`src/rtl/rf_operand_fetch.sv`:
```
// Register-file operand fetch: issues RF reads, waits out the read latency and bypasses racing writebacks.
// Optional performance counters are enabled with `define RF_OPFETCH_PERF_EN.
module rf_operand_fetch #(
    parameter int ADDR_WIDTH = 5,
    parameter int DATA_WIDTH = 32
) (
    input  logic                  clk,
    input  logic                  rst,
    input  logic                  in_valid,
    output logic                  in_ready,
    input  logic [ADDR_WIDTH-1:0] in_rs1,
    input  logic [ADDR_WIDTH-1:0] in_rs2,
    input  logic                  wb_valid,
    input  logic [ADDR_WIDTH-1:0] wb_rd,
    input  logic [DATA_WIDTH-1:0] wb_data,
    output logic [ADDR_WIDTH-1:0] rf_raddr1,
    output logic [ADDR_WIDTH-1:0] rf_raddr2,
    input  logic [DATA_WIDTH-1:0] rf_rdata1,
    input  logic [DATA_WIDTH-1:0] rf_rdata2,
    output logic                  rf_wen,
    output logic [ADDR_WIDTH-1:0] rf_waddr,
    output logic [DATA_WIDTH-1:0] rf_wdata,
    output logic                  out_valid,
    input  logic                  out_ready,
    output logic [DATA_WIDTH-1:0] out_src1,
    output logic [DATA_WIDTH-1:0] out_src2
`ifdef RF_OPFETCH_PERF_EN
    ,
    output logic [31:0]           perf_req_cnt,
    output logic [31:0]           perf_byp_cnt
`endif
);

    typedef enum logic [1:0] {
        IDLE,
        FETCH,
        VALID
    } state_t;

    state_t                state, state_nx;
    logic [ADDR_WIDTH-1:0] rs1, rs2;
    logic                  pend1, pend2;
    logic [DATA_WIDTH-1:0] pdata1, pdata2;
    logic                  wb_live;
    logic                  hit1, hit2;
    logic                  acc_hit1, acc_hit2;
    logic [DATA_WIDTH-1:0] fetch1, fetch2;

    // x0 writebacks are dropped entirely: no RF write and no bypass.
    assign wb_live  = wb_valid && (wb_rd != '0);
    assign hit1     = wb_live && (wb_rd == rs1);
    assign hit2     = wb_live && (wb_rd == rs2);
    assign acc_hit1 = wb_live && (wb_rd == in_rs1);
    assign acc_hit2 = wb_live && (wb_rd == in_rs2);

    assign rf_wen   = wb_live && !rst;
    assign rf_waddr = wb_rd;
    assign rf_wdata = wb_data;

    assign rf_raddr1 = (state == IDLE) ? in_rs1 : rs1;
    assign rf_raddr2 = (state == IDLE) ? in_rs2 : rs2;

    always_comb begin
        fetch1 = rf_rdata1;
        if (rs1 == '0)  fetch1 = '0;
        else if (hit1)  fetch1 = wb_data;
        else if (pend1) fetch1 = pdata1;
        fetch2 = rf_rdata2;
        if (rs2 == '0)  fetch2 = '0;
        else if (hit2)  fetch2 = wb_data;
        else if (pend2) fetch2 = pdata2;
    end

    always_comb begin
        state_nx  = state;
        in_ready  = 1'b0;
        out_valid = 1'b0;
        unique case (state)
            IDLE: begin
                in_ready = 1'b1;
                if (in_valid) state_nx = FETCH;
            end
            FETCH: state_nx = VALID;
            VALID: begin
                out_valid = 1'b1;
                if (out_ready) state_nx = IDLE;
            end
            default: state_nx = IDLE;
        endcase
    end

    always_ff @(posedge clk) begin
        if (rst) begin
            state    <= IDLE;
            rs1      <= '0;
            rs2      <= '0;
            pend1    <= 1'b0;
            pend2    <= 1'b0;
            pdata1   <= '0;
            pdata2   <= '0;
            out_src1 <= '0;
            out_src2 <= '0;
        end else begin
            state <= state_nx;
            unique case (state)
                IDLE: begin
                    if (in_valid) begin
                        rs1    <= in_rs1;
                        rs2    <= in_rs2;
                        pend1  <= acc_hit1;
                        pend2  <= acc_hit2;
                        pdata1 <= wb_data;
                        pdata2 <= wb_data;
                    end
                end
                FETCH: begin
                    out_src1 <= fetch1;
                    out_src2 <= fetch2;
                    pend1    <= 1'b0;
                    pend2    <= 1'b0;
                end
                VALID: begin
                    if (hit1) out_src1 <= wb_data;
                    if (hit2) out_src2 <= wb_data;
                end
                default: ;
            endcase
        end
    end

`ifdef RF_OPFETCH_PERF_EN
    logic byp_edge;

    assign byp_edge = ((state == FETCH) && (hit1 || hit2 || pend1 || pend2)) ||
                      ((state == VALID) && (hit1 || hit2));

    always_ff @(posedge clk) begin
        if (rst) begin
            perf_req_cnt <= '0;
            perf_byp_cnt <= '0;
        end else begin
            if (out_valid && out_ready) perf_req_cnt <= perf_req_cnt + 32'd1;
            if (byp_edge)               perf_byp_cnt <= perf_byp_cnt + 32'd1;
        end
    end
`endif

endmodule
```
`config.mk`:
```
export PLATFORM = sky130hd
export DESIGN_NAME = rf_operand_fetch
export DESIGN_NICKNAME = d
export VERILOG_FILES = /design/src/rtl/rf_operand_fetch.sv
export SDC_FILE = /design/constraint.sdc
export NUM_CORES = 1
export LEC_CHECK = 0
export ABC_AREA = 0
export CAP_MARGIN = 20
export CORE_MARGIN = 4
export CORE_UTILIZATION = 41
export CTS_BUF_LIST = sky130_fd_sc_hd__clkbuf_4 sky130_fd_sc_hd__clkbuf_8
export DETAILED_ROUTE_END_ITERATION = 10
export GPL_TIMING_DRIVEN = 0
export PLACE_DENSITY = 0.81
export SYNTH_ARGS = -nofsm -noshare
export SYNTH_HDL_FRONTEND = slang
export SYNTH_SLANG_ARGS = --single-unit
```
`constraint.sdc`:
```
create_clock -name clk -period 3.55 [get_ports clk]
set_input_delay 0.71 -clock clk [delete_from_list [all_inputs] [get_ports clk]]
set_output_delay 0.71 -clock clk [all_outputs]
set_load 0.005 [all_outputs]
```
---- Yosys cells after proc, flatten, opt, wreduce, memory -nomap -nowiden ----
Index checks and enable logic that the tools add are counted.
operators by class
  reductions and logical operators ........ 18
  equal/unequal tests ..................... 10
  multiplexer cells ....................... 21
operators by type and width
  operator                                       number
  2-to-1 mux 32 bit                              8
  case mux 32 bit (2 select lines)               2
  == test 5 bit                                  4
  zero test 5 bit                                2
  2-to-1 mux 5 bit                               2
  AND reduction 2 bit                            5
  inequality test 2 bit, second input constant   4
  logical AND 1 bit                              6
  case mux 2 bit (3 select lines)                1
  nonzero test 5 bit                             1
  2-to-1 mux 1 bit                               4
  2-to-1 mux 2 bit                               2
  case mux 1 bit (2 select lines)                2
  nonzero test 2 bit                             2
  == test 2 x 1 -> 1 bit, second input constant  1
  == test 2 bit, second input constant           1
  zero test 2 bit                                1
  zero test 1 bit                                1
storage, ports and cells
  register bits ........................... 110
  output and inout port bits .............. 114
  input port bits ......................... 116

---- Depth between registers and ports, before layout ----
  depth after elaboration ................. 6
  gate-level depth with buffers ........... 8

---- Least setup slack after synthesis ----
OpenSTA, ideal clock, no wires.
  path type ............................... input to output
  start point ............................. in wb_rd[2]
  end point ............................... out rf_wen
  path slack .............................. 1198 ps
  stages .................................. 4
  arrival ................................. 1642 ps
  required time ........................... 2840 ps
  cell sequence ........................... buf_2 or4_4 o21ai_4 nor2_1
on the way
  longest elaborated chain between the ends .. 3
ends and longest elaborated chain
  item                line  text
  from (decl)         14    input logic [ADDR_WIDTH-1:0] wb_rd,
  nonzero test 5 bit  50    assign wb_live = wb_valid && (wb_rd != '0);
  logical AND 1 bit   50
  logical AND 1 bit   56    assign rf_wen = wb_live && !rst;
  to (decl)           20    output logic rf_wen,
Every way passes these cells.

---- Worst setup path in the final report ----
  start point ............................. in rst
  end point ............................... out rf_wen
on the way
  longest elaborated chain between the ends .. 2
ends and longest elaborated chain
  item               line  text
  from (decl)        8     input logic rst,
  zero test 1 bit    56
  logical AND 1 bit  56
Every way passes these cells.

==> results.json <==
{
  "synth_top_area_share_pct": 38.5,
  "cts_buffers": 9,
  "critical_path.max_stage_delay_ps": 500,
  "cts_resized": 0,
  "wire_per_inst_um": 18.7,
  "syn2layout_area_growth_pct": 46.9,
  "skew_ps": 7.65,
  "htreeDepth": 3,
  "final_nets": 1008,
  "vias": 5777,
  "yosysMostFrequentCell": "dfxtp_1",
  "syn-mean-instance-area_um2": 8.70,
  "synthTopCellsByArea": "dfxtp_1, mux2_2, a21oi_1",
  "yosysSeqAreaShare_pct": 38.5,
  "placed_cells": 1057,
  "worstPathMaxFanout": 10,
  "synthMuxAreaShare_pct": 13.9,
  "ys.flop_type": "dfxtp_1",
  "clock.fmax_ghz": 0.293,
  "die_y_um": 126,
  "dp_hpwl_um": 14800,
  "tritoncts": "done",
  "grt-ovfl-total": 0,
  "hold_depth": 2,
  "synth_area_um2": 5710,
  "rsz0062_at_grt": "no",
  "slew_violations": 0,
  "yosys-top-cells-count": "dfxtp_1, nand2_1, a21oi_1, o21ai_0, mux2_2",
  "r2r_cells": 6,
  "first_pass_iters": 5,
  "hold_buffers": 0,
  "cp_cell_sequence": "clkdlybuf4s50_1 > clkbuf_1 > clkbuf_1 > nor2_1 > clkdlybuf4s50_1",
  "crit_buf_inv": 4,
  "ios": 230,
  "min_path_type": "register to register",
  "drtAntennaViolNets": 0,
  "via_per_inst": 5.38,
  "dp_slack_ps": 161,
  "maxCapViolCount": 0,
  "crit_slowest_cell": "clkdlybuf4s50_1",
  "grt_pass1_wl_um": 30900,
  "setup_viol": 0,
  "pwr_density_cell_nw_per_um2": 357,
  "clock_sinks": 110,
  "peakVddDrop_mv": 0.190,
  "status": "finished, final reports clean",
  "ctsRootBufferMaster": "clkbuf_8",
  "die_area_um2": 15900,
  "row_count": 42,
  "yosys.area_share.adder_pct": 0,
  "antenna_cells": 0,
  "synthSimpleGateAreaFrac_pct": 10.4,
  "setup-tns-final_ps": 0,
  "synth_largest_area_cell": "dfxtp_1",
  "synthXorXnorAreaFrac_pct": 3.07,
  "first_iter_violations": 420,
  "grt_pass1_vias": 5761,
  "critPathKind": "primary input to output pin",
  "synth_warnings": 0,
  "clk_latency_ps": 380,
  "grt_max_degree": 18,
  "endpoint_kind": "output pin",
  "max-clock-path-buffers": 2,
  "antenna_found_initial": 0,
  "drive_gt1_share_pct": 14.6,
  "cp.required_ps": 2840,
  "path_clk_slew_ps": 100,
  "synth_top_family_by_area": "compound AO/OA/AOI/OAI gates",
  "post-route-util_pct": 62.4,
  "path_depth": 5,
  "syn_inst": 657,
  "arrival_ps": 2700,
  "fin_crit_sh_pct": 96.1,
  "gp_congestion": 0.832,
  "portBuffers": 224,
  "post_cts_buffers": 0,
  "drt_wl_total_um": 20100,
  "slew_headroom_pct": 41.6,
  "ys_ff_latch": 110,
  "drcViolationCount": 0,
  "hold_viol_final": 0,
  "yosysUniqueCellTypes": 39,
  "leakagePower_nw": 2.94,
  "die_x_um": 126,
  "synth_compound_area_share_pct": 24.1,
  "grt_usage_pct": 24.1,
  "worstSetupStartpointType": "primary input",
  "fin_cells": 1073,
  "async_flop_share_pct": 0,
  "start_util_pct": 42.5,
  "syn_nets": 773,
  "setup_ws_ps": 139,
  "fin_crit_ps": 3410,
  "core_area_um2": 13500,
  "worst_pin_slew_ps": 876,
  "synth_edf_count": 0,
  "cp_top_family": "buffers and inverters"
}
## per-stage QoR
| stage | power, mW | hold slack (ps) | cell area [um^2] |
|---|---|---|---|
| after floorplan | 1.75 | 446 | 5710 |
| after global placement | 2.18 | 455 | 8180 |
| after detailed placement | 2.19 | 465 | 8180 |
| after CTS | 3.02 | 480 | 8390 |
| after global routing | 3.13 | 500 | 8390 |
| final | 3.00 | 476 | 8390 |
## sequential cells by signal, summed over array words and instances (netlist names)
signal    cells
pdata2       32
pend1         1
out_src1     32
rs2           5
rs1           5
out_src2     32
pend2         1
state         2
## worst register-to-register path: cells and delay by family, from the launching register on
kind | cells | cell delay (ps)
buffers and inverters | 1 | 500
and+or+nand+nor | 1 | 110
xor gates and xnor gates | 1 | 140
AOI/OAI and AO/OA | 3 | 1050
DFF | 1 | 410
## layer usage
layer / GRT usage [%] / up-vias / wire length [um]
li1: - / 2776 / -
met1: 31.2 / 2717 / 8690
met2: 40.0 / 256 / 9420
met3: 5.55 / 28 / 1560
met4: 7.63 / 0 / 383
met5: 0 / - / 0
## worst paths after layout
path,startpoint,endpoint,slack (ps)
worst max-delay path,rst,rf_wen,140
worst min-delay path,pdata2[11],pdata2[11],480
worst max register to register,rs2[3],out_src2[30],1280
worst min register to register,pdata2[11],pdata2[11],480
## cell type report
class / instances / area [um^2]
buffer: 97 / 566
clock buffer: 12 / 165
clock inverter: 4 / 53.8
fill: 1218 / 5060
inverter: 2 / 7.51
multi-input combinational: 448 / 2940
sequential: 110 / 2200
tap: 176 / 220
timing repair buffer: 224 / 2240
## placed cells by master (no fill, tap or decap), types with 2 or more instances in the layout
cell type / instances
mux2_2: 42
nor4_1: 2
nand2b_1: 2
o21ai_0: 63
a21oi_1: 75
dfxtp_1: 110
clkbuf_1: 40
buf_2: 14
a211oi_1: 32
nand2_1: 90
xnor2_1: 14
o221ai_1: 23
clkdlybuf4s50_1: 224
clkbuf_8: 12
and2_1: 2
nor3_1: 3
nor2_1: 35
o221ai_2: 9
buf_6: 4
clkinvlp_4: 2
buf_4: 38
xor2_1: 6
nand4_1: 2
mux2i_1: 32
inv_1: 2
## report_power, final
group / total (mW) / switching (mW) / internal, mW
registers: 1.38 / 0.0596 / 1.32
logic: 0.782 / 0.345 / 0.437
clock network: 0.834 / 0.448 / 0.386
## logic make-up after synthesis
| kind of cell | after synthesis |
|---|---|
| compound gates | 211 |
| xor+xnor | 20 |
| simple gates | 143 |
| mux | 74 |
| buf+inv | 99 |
| flops | 110 |
(Power assumes the default switching activity.)
